### config.mk
export PLATFORM = sky130hd
export DESIGN_NAME = mem_wb_hilo
export DESIGN_NICKNAME = d
export VERILOG_FILES = /design/src/rtl/mem_wb_hilo_pkg.sv /design/src/rtl/mem_wb_hilo_hilo_reg.sv /design/src/rtl/mem_wb_hilo.sv
export SDC_FILE = /design/constraint.sdc
export NUM_CORES = 1
export LEC_CHECK = 0
export ABC_CLOCK_PERIOD_IN_PS = 5000
export BUFFER_PORTS_ARGS = -buffer_cell sky130_fd_sc_hd__buf_2
export CAP_MARGIN = 15
export CORE_MARGIN = 5
export CORE_UTILIZATION = 51
export DETAILED_ROUTE_END_ITERATION = 12
export PLACE_DENSITY = 0.88
export SYNTH_ARGS = -nofsm -noshare
export SYNTH_HDL_FRONTEND = slang
export SYNTH_SLANG_ARGS = --single-unit
### constraint.sdc
create_clock -name clk -period 5 [get_ports clk]
set_clock_uncertainty 0.15 [all_clocks]
set_input_delay 0.25 -clock clk [delete_from_list [all_inputs] [get_ports clk]]
set_output_delay 0.25 -clock clk [all_outputs]
set_load 0.005 [all_outputs]
### src/rtl/mem_wb_hilo_pkg.sv
// Shared constants and helpers for the MEM/WB stage and the HI/LO register.
// Latency: n/a (definitions only).
// Backpressure: n/a (definitions only).
package mem_wb_hilo_pkg;

  // Control-level encodings used across the core
  localparam logic RstEnable    = 1'b1;
  localparam logic WriteEnable  = 1'b1;
  localparam logic WriteDisable = 1'b0;
  localparam logic Stop         = 1'b1;
  localparam logic NoStop       = 1'b0;

  // Datapath widths
  localparam int RegBus     = 32;
  localparam int RegAddrBus = 5;

  localparam logic [RegBus-1:0]     ZeroWord   = '0;
  localparam logic [RegAddrBus-1:0] NOPRegAddr = '0;

  // What the WB pipeline register does at the next edge
  typedef enum logic [1:0] {
    WB_CLEAR   = 2'd0,  // reset or flush: kill everything in flight
    WB_BUBBLE  = 2'd1,  // MEM held but WB free: WB must not repeat the old op
    WB_CAPTURE = 2'd2,  // MEM advances into WB
    WB_HOLD    = 2'd3   // MEM and WB both held
  } wb_upd_e;

  // Priority: reset, flush (beats any stall), bubble, capture, hold.
  function automatic wb_upd_e wb_action(input logic rst, input logic flush,
                                        input logic mem_stall, input logic wb_stall);
    wb_upd_e act;
    if (rst == RstEnable)                                act = WB_CLEAR;
    else if (flush)                                      act = WB_CLEAR;
    else if (mem_stall == Stop && wb_stall == NoStop)    act = WB_BUBBLE;
    else if (mem_stall == NoStop)                        act = WB_CAPTURE;
    else                                                 act = WB_HOLD;
    return act;
  endfunction

endpackage

### src/rtl/mem_wb_hilo_hilo_reg.sv
// Architectural HI/LO register pair; storage only, no bypass.
// Latency: write visible on hi_o/lo_o one cycle after the edge that samples we.
// Backpressure: none; a repeated identical write while WB is held is harmless.
module hilo_reg
  import mem_wb_hilo_pkg::*;
#(
  parameter int DATA_W = RegBus
) (
  input  logic              clk,
  input  logic              rst,
  input  logic              we,
  input  logic [DATA_W-1:0] hi_i,
  input  logic [DATA_W-1:0] lo_i,
  output logic [DATA_W-1:0] hi_o,
  output logic [DATA_W-1:0] lo_o
);

  // Clear on reset, otherwise commit the WB-stage HI/LO result when enabled
  always_ff @(posedge clk) begin
    if (rst == RstEnable) begin
      hi_o <= DATA_W'(ZeroWord);
      lo_o <= DATA_W'(ZeroWord);
    end else if (we == WriteEnable) begin
      hi_o <= hi_i;
      lo_o <= lo_i;
    end
  end

endmodule

### src/rtl/mem_wb_hilo.sv
// MEM/WB pipeline register driving the GPR write port, plus HI/LO ownership with WB bypass.
// Latency: mem_* to wb_* is one cycle; HI/LO is architectural one cycle after WB.
// Backpressure: honours the stall vector (bubble when MEM held and WB free, hold when both held); flush wins.
module mem_wb_hilo
  import mem_wb_hilo_pkg::*;
#(
  parameter int DATA_W  = RegBus,
  parameter int ADDR_W  = RegAddrBus,
  parameter int STALL_W = 6,
  parameter int MEM_BIT = 4,
  parameter int WB_BIT  = 5
) (
  input  logic               clk,
  input  logic               rst,
  input  logic [STALL_W-1:0] stall,
  input  logic               flush,
  input  logic [ADDR_W-1:0]  mem_wd,
  input  logic               mem_wreg,
  input  logic [DATA_W-1:0]  mem_wdata,
  input  logic               mem_whilo,
  input  logic [DATA_W-1:0]  mem_hi,
  input  logic [DATA_W-1:0]  mem_lo,
  output logic [ADDR_W-1:0]  wb_wd,
  output logic               wb_wreg,
  output logic [DATA_W-1:0]  wb_wdata,
  output logic [DATA_W-1:0]  hi_o,
  output logic [DATA_W-1:0]  lo_o
);

  // WB-stage HI/LO payload, not exported
  logic              wb_whilo;
  logic [DATA_W-1:0] wb_hi;
  logic [DATA_W-1:0] wb_lo;

  // Architectural HI/LO
  logic [DATA_W-1:0] hi_q;
  logic [DATA_W-1:0] lo_q;

  wb_upd_e upd;

  // Only the MEM and WB bits of the stall vector matter here
  logic unused_stall;
  assign unused_stall = ^stall;

  // Decide this edge's pipeline-register action
  always_comb begin
    upd = wb_action(rst, flush, stall[MEM_BIT], stall[WB_BIT]);
  end

  // MEM/WB register; $0 writes are dropped here so the regfile never sees them
  always_ff @(posedge clk) begin
    case (upd)
      WB_CLEAR, WB_BUBBLE: begin
        wb_wd    <= ADDR_W'(NOPRegAddr);
        wb_wreg  <= WriteDisable;
        wb_wdata <= DATA_W'(ZeroWord);
        wb_whilo <= WriteDisable;
        wb_hi    <= DATA_W'(ZeroWord);
        wb_lo    <= DATA_W'(ZeroWord);
      end
      WB_CAPTURE: begin
        wb_wd    <= mem_wd;
        wb_wreg  <= mem_wreg && (mem_wd != ADDR_W'(NOPRegAddr));
        wb_wdata <= mem_wdata;
        wb_whilo <= mem_whilo;
        wb_hi    <= mem_hi;
        wb_lo    <= mem_lo;
      end
      default: begin
        wb_wd    <= wb_wd;
        wb_wreg  <= wb_wreg;
        wb_wdata <= wb_wdata;
        wb_whilo <= wb_whilo;
        wb_hi    <= wb_hi;
        wb_lo    <= wb_lo;
      end
    endcase
  end

  // HI/LO commits straight from WB; deliberately not gated by the WB stall bit
  hilo_reg #(
    .DATA_W (DATA_W)
  ) u_hilo_reg (
    .clk  (clk),
    .rst  (rst),
    .we   (wb_whilo),
    .hi_i (wb_hi),
    .lo_i (wb_lo),
    .hi_o (hi_q),
    .lo_o (lo_q)
  );

  // EX sees an in-flight WB HI/LO write a cycle before it becomes architectural
  always_comb begin
    if (wb_whilo == WriteEnable) begin
      hi_o = wb_hi;
      lo_o = wb_lo;
    end else begin
      hi_o = hi_q;
      lo_o = lo_q;
    end
  end

endmodule

==> flow_summary.json, run 1 <==
{
  "final_cell_mix": "buf_2 (209), edfxtp_1 (103), and2_1 (102), dlygate4sd3_1 (102), dfxtp_1 (64)",
  "vias": 4526,
  "synth_nets": 539,
  "path_clk_slew_ns": 0.07,
  "grt-ovfl-total": 0,
  "numPortBuffers": 209,
  "worstPathMaxFanout": 37,
  "die_area_um2": 15280,
  "io_pins": 214,
  "finalSetupTns_ns": 0,
  "clk_latency_ns": 0.42,
  "n_fill_cell": 744,
  "crit_buf_inv": 2,
  "netlist.area_leader.share_pct": 46.99,
  "core_area_um2": 12620,
  "synthesis.area_um2": 6583,
  "dp.cells": 789,
  "clockRootBuffer": "clkbuf_16",
  "worstPathCellList": "buf_4, mux2_2, buf_2",
  "ys_ff_latch": 167,
  "critical-path-slowest-cell": "buf_4",
  "synth_area_leader_cell": "edfxtp_1",
  "hold_ws_ns": 0.04717,
  "die_h_um": 123.6,
  "startpoint_type": "flop",
  "cpPeakStageDelay_ns": 0.55,
  "ir_drop_v": 0.0002232,
  "synthTopCellsByArea": "edfxtp_1 (47%), dfxtp_1 (19%), mux2_4 (13%), and2_1 (9.7%), nor2b_1 (5.0%)",
  "period_needed_ns": 2.340,
  "firstDrtPassIters": 4,
  "grt_setup_unrepaired": "no",
  "yosysUniqueCellTypes": 18,
  "leakagePower_nw": 4.333,
  "critPathRequiredTime_ns": 4.60,
  "die_w_um": 123.6,
  "rows": 41,
  "cts_tree": "yes",
  "cp_top_family": "buffers and inverters",
  "worst_pin_slew_ns": 0.8099,
  "period_share_pct": 46.80,
  "cp-end-kind": "output pin",
  "path_class": "reg2out",
  "route.detailed.drc": 0,
  "hold_violations": 0,
  "final_common_cell": "buf_2",
  "timing.max_cap.violations": 0,
  "cts_sinks": 167,
  "finalWirelength_um": 16780,
  "ctsHtreeMaxLevel": 4,
  "slew_violations": 0,
  "wl_per_cell_um": 18.14,
  "cts_buffers": 17,
  "post_cts_resized": 0,
  "routed_via_density": 4.893,
  "grt_pass1_wl_um": 26200,
  "grt_pass1_vias": 5009,
  "place_congestion": 0.7504,
  "drtAntennaViolNets": 0,
  "yosys_warnings": 0,
  "crit_arrival_ns": 1.94,
  "max_freq_ghz": 0.4274,
  "fin_cells": 925,
  "seq_area_frac_synth_pct": 66.45,
  "utilization_pct": 74.28,
  "cts.path.max_buffers": 2,
  "maxSlewHeadroom_pct": 46.01,
  "nets": 851,
  "antenna_found_initial": 1,
  "hpwl_um": 9232,
  "drt_iter0_drc": 219,
  "grtUsageTotal_pct": 22.85,
  "p_per_area_nw_per_um2": 323.0,
  "initial_utilization_pct": 52.16,
  "finalSetupViolCount": 0,
  "netlist_instances": 427,
  "hold_path.class": "in2reg",
  "drive_gt1_share_pct": 42.02,
  "grt_max_degree": 67,
  "status": "complete, no violations",
  "avgSynthCellArea_um2": 15.42,
  "area_delta_synth_final_pct": 42.41
}
[worst paths after layout]
path | from | end | slack, ns | depth (start not counted)
worst min register to register | u_hilo_reg.hi_o[17] | u_hilo_reg.hi_o[17] | 0.43 | 2
worst min-delay path | mem_wdata[27] | wb_wdata[27] | 0.05 | 2
worst max-delay path | wb_whilo | hi_o[28] | 2.66 | 3
worst max register to register | wb_whilo | u_hilo_reg.hi_o[28] | 3.16 | 3
[report_power, final]
part / total, mW / switching, mW / internal [mW]
sequential: 1.52 / 0.0157 / 1.51
clock: 1.26 / 0.525 / 0.734
combinational: 0.245 / 0.100 / 0.145
total: 3.03 / 0.641 / 2.39
[final cells by class]
cell class	instances	area [um^2]	area share, %
sequential	167	4374	46.66
clock buffer	20	436.7	4.658
timing repair buffer	318	2150	22.93
multi-input combinational	235	2064	22.02
tap	172	215.2	2.296
clock inverter	12	131.4	1.401
antenna	1	2.502	0.02670
[flip-flops by register name (all words and copies together) (netlist names)]
register / cells
u_hilo_reg.hi_o: 32
wb_wreg: 1
wb_lo: 32
wb_wd: 5
wb_hi: 32
wb_whilo: 1
u_hilo_reg.lo_o: 32
wb_wdata: 32
[cell families (layout without fill, tap and decap cells)]
group	count (synthesis)	in the layout	share of synthesized area [%]
flip-flops	167	167	66.45
AND/OR/NAND/NOR	170	170	16.84
buffers and inverters	25	350	2.471
AO/OA/AOI/OAI	1	1	0.1521
other	0	1	0
multiplexers	64	64	14.08
[cells in the mapped netlist (all sizes together)]
library cell	n
edfxtp	103
and2	102
dfxtp	64
mux2	64
nor2b	58
clkbuf	14
buf	11
and2b	6
nand3	1
nor2	1
nor3	1
o311a	1
or3	1
[worst register-to-register path: stages, from the launching register on]
cell      delay, ns
edfxtp_1       0.36
buf_4          0.55
mux2_2         0.48
nor2b_1        0.15
[metrics by stage]
stage / area [um^2] / setup slack (ns) / power (mW)
2_1_floorplan: 6583 / 0.8068 / 1.639
3_3_place_gp: 7757 / 2.352 / 1.714
3_5_place_dp: 7757 / 2.246 / 1.724
4_1_cts: 9346 / 2.682 / 3.028
5_1_grt: 9374 / 2.564 / 3.123
6_report: 9374 / 2.660 / 3.027
[routing by layer]
metal | track usage (%) | wire length, um | vias up
met5 | 0 | 0 | -
met4 | 11.28 | 646 | 0
met3 | 7.629 | 1319 | 54
met2 | 40.35 | 8728 | 202
met1 | 24.36 | 6088 | 2198
li1 | - | - | 2072
[what timing repair did]
action                    CTS  global route
hold endpoints to repair  102             0
setup buffers               0             0
hold buffers              102             0
No activity file was read; power rests on OpenSTA's default activity.
==> run 2, diff against run 1 <==
--- a/config.mk
+++ b/config.mk
@@ -5,13 +5,13 @@
 export SDC_FILE = /design/constraint.sdc
 export NUM_CORES = 1
 export LEC_CHECK = 0
-export ABC_CLOCK_PERIOD_IN_PS = 5000
+export ABC_CLOCK_PERIOD_IN_PS = 1900
 export BUFFER_PORTS_ARGS = -buffer_cell sky130_fd_sc_hd__buf_2
 export CAP_MARGIN = 15
 export CORE_MARGIN = 5
-export CORE_UTILIZATION = 51
+export CORE_UTILIZATION = 46
 export DETAILED_ROUTE_END_ITERATION = 12
-export PLACE_DENSITY = 0.88
+export PLACE_DENSITY = 0.84
 export SYNTH_ARGS = -nofsm -noshare
 export SYNTH_HDL_FRONTEND = slang
 export SYNTH_SLANG_ARGS = --single-unit
==> constraint.sdc (replaced) <==
create_clock -name clk -period 1.9 [get_ports clk]
set_clock_uncertainty 0.15 [all_clocks]
set_input_delay 0.095 -clock clk [delete_from_list [all_inputs] [get_ports clk]]
set_output_delay 0.095 -clock clk [all_outputs]
set_load 0.005 [all_outputs]
==> flow_summary.json, run 2 (same netlist as run 1, synthesis figures left out) <==
{
  "finalWirelength_um": 17480,
  "hpwl_um": 9331,
  "final_common_cell": "buf_2",
  "grt_pass1_vias": 4983,
  "reg2reg_slack_ns": 0.34,
  "hold_ws_ns": 0.07827,
  "clk_latency_ns": 0.42,
  "maxSlewHeadroom_pct": 66.01,
  "hold_path.class": "in2reg",
  "path_class": "reg2out",
  "p_per_area_nw_per_um2": 791.2,
  "numPortBuffers": 209,
  "final_cell_mix": "buf_2 (151), dlygate4sd3_1 (103), edfxtp_1 (103)",
  "cts_tree": "yes",
  "cts_sinks": 167,
  "core_area_um2": 13930,
  "leakagePower_nw": 4.492,
  "initial_utilization_pct": 47.24,
  "period_needed_ns": 1.907,
  "die_h_um": 129.6,
  "hold_violations": 0,
  "io_pins": 214,
  "die_w_um": 129.6,
  "firstDrtPassIters": 5,
  "wl_per_cell_um": 18.44,
  "vias": 4498,
  "violations": "setup timing",
  "grt_setup_unrepaired": "yes",
  "rows": 43,
  "min-delay-start": "rst",
  "path_clk_slew_ns": 0.07,
  "ir_drop_v": 0.0008317,
  "grtUsageTotal_pct": 19.65,
  "period_share_pct": 100.4,
  "max_freq_ghz": 0.5244,
  "cts_buffers": 17,
  "regToRegEndpoint": "u_hilo_reg.lo_o[5]",
  "ctsHtreeMaxLevel": 4,
  "routed_via_density": 4.745,
  "fin_cells": 948,
  "nets": 865,
  "worst_pin_slew_ns": 0.5098,
  "holdPathEnd": "u_hilo_reg.hi_o[31]",
  "startpoint_type": "flop",
  "slew_violations": 0,
  "drt_iter0_drc": 189,
  "finalWorstSetupSlack_ns": -0.006907,
  "r2r_start": "wb_whilo",
  "route.detailed.drc": 0,
  "dp.cells": 799,
  "crit_arrival_ns": 1.66,
  "whs_path_depth": 3,
  "critPathRequiredTime_ns": 1.65,
  "finalSetupViolCount": 11,
  "antenna_found_initial": 0,
  "worstPathMaxFanout": 5,
  "grt_pass1_wl_um": 25270,
  "timing.max_cap.violations": 0,
  "die_area_um2": 16800,
  "area_delta_synth_final_pct": 52.40,
  "cts.path.max_buffers": 2,
  "grt_max_degree": 65,
  "clockRootBuffer": "clkbuf_16",
  "status": "finished with violations",
  "worst_r2r_path_depth": 4,
  "cp-end-kind": "output pin",
  "drtAntennaViolNets": 0,
  "grt-ovfl-total": 0,
  "place_congestion": 0.7537,
  "drive_gt1_share_pct": 42.82
}
## run 2: final cells by class
cell class              instances  area (um^2)
flip-flops and latches        167         4374
fillers                       809         3902
repair buffers                332         2778
multi-input cells             235         2106
clock buffers                  21        440.4
well taps                     180        225.2
clock inverters                11        103.9
diodes                          2        5.005
## run 2: stage by stage
stage | instance area [um^2] | power (mW) | TNS (ns) | setup WS, ns | utilization, %
6_report | 10030 | 7.938 | -0.04266 | -0.006907 | 71.99
5_1_grt | 10030 | 8.229 | -4.508 | -0.08976 | 71.96
3_5_place_dp | 7828 | 4.544 | 0 | 0.3165 | 56.17
3_3_place_gp | 7828 | 4.523 | 0 | 0.3620 | 56.17
4_1_cts | 9450 | 7.888 | -3.290 | -0.07375 | 67.82
2_1_floorplan | 6604 | 4.310 | 0 | 0.01335 | -
## run 2: worst max-delay path by stage
stage	start	to	slack (ns)	cells after the start
after floorplan	rst	wb_hi[0]	0.01	3
after global placement	wb_whilo	u_hilo_reg.hi_o[28]	0.36	3
after detailed placement	wb_whilo	u_hilo_reg.hi_o[28]	0.32	3
after CTS	wb_whilo	hi_o[1]	-0.07	4
after global routing	wb_whilo	hi_o[3]	-0.09	4
final	wb_whilo	lo_o[25]	-0.007	4
## run 2: power by group
group	switching [mW]	total (mW)	internal, mW
combinational	0.288	0.751	0.462
sequential	0.0407	4.01	3.97
clock	1.38	3.18	1.81
total	1.70	7.94	6.23
## run 2: routing by layer
metal  part of all wire (%)  global-route usage [%]
met1                     38                   20.75
met2                     53                   35.58
met3                    6.9                   7.296
met4                    1.8                   7.457
met5                      0                       0
## run 2: timing repair
| action | in CTS | in global routing |
|---|---|---|
| gates cloned | 1 | 8 |
| hold endpoints to repair | 103 | 0 |
| resized for setup | 0 | 74 |
| endpoints found under the setup margin | 39 | 64 |
| hold buffers | 103 | 0 |
| buffers inserted | 2 | 1 |
## run 2: critical path: stages (launching register included)
cell       delay, ns
edfxtp_1        0.45
buf_6           0.19
clkbuf_16       0.17
mux2_4          0.31
buf_6           0.12
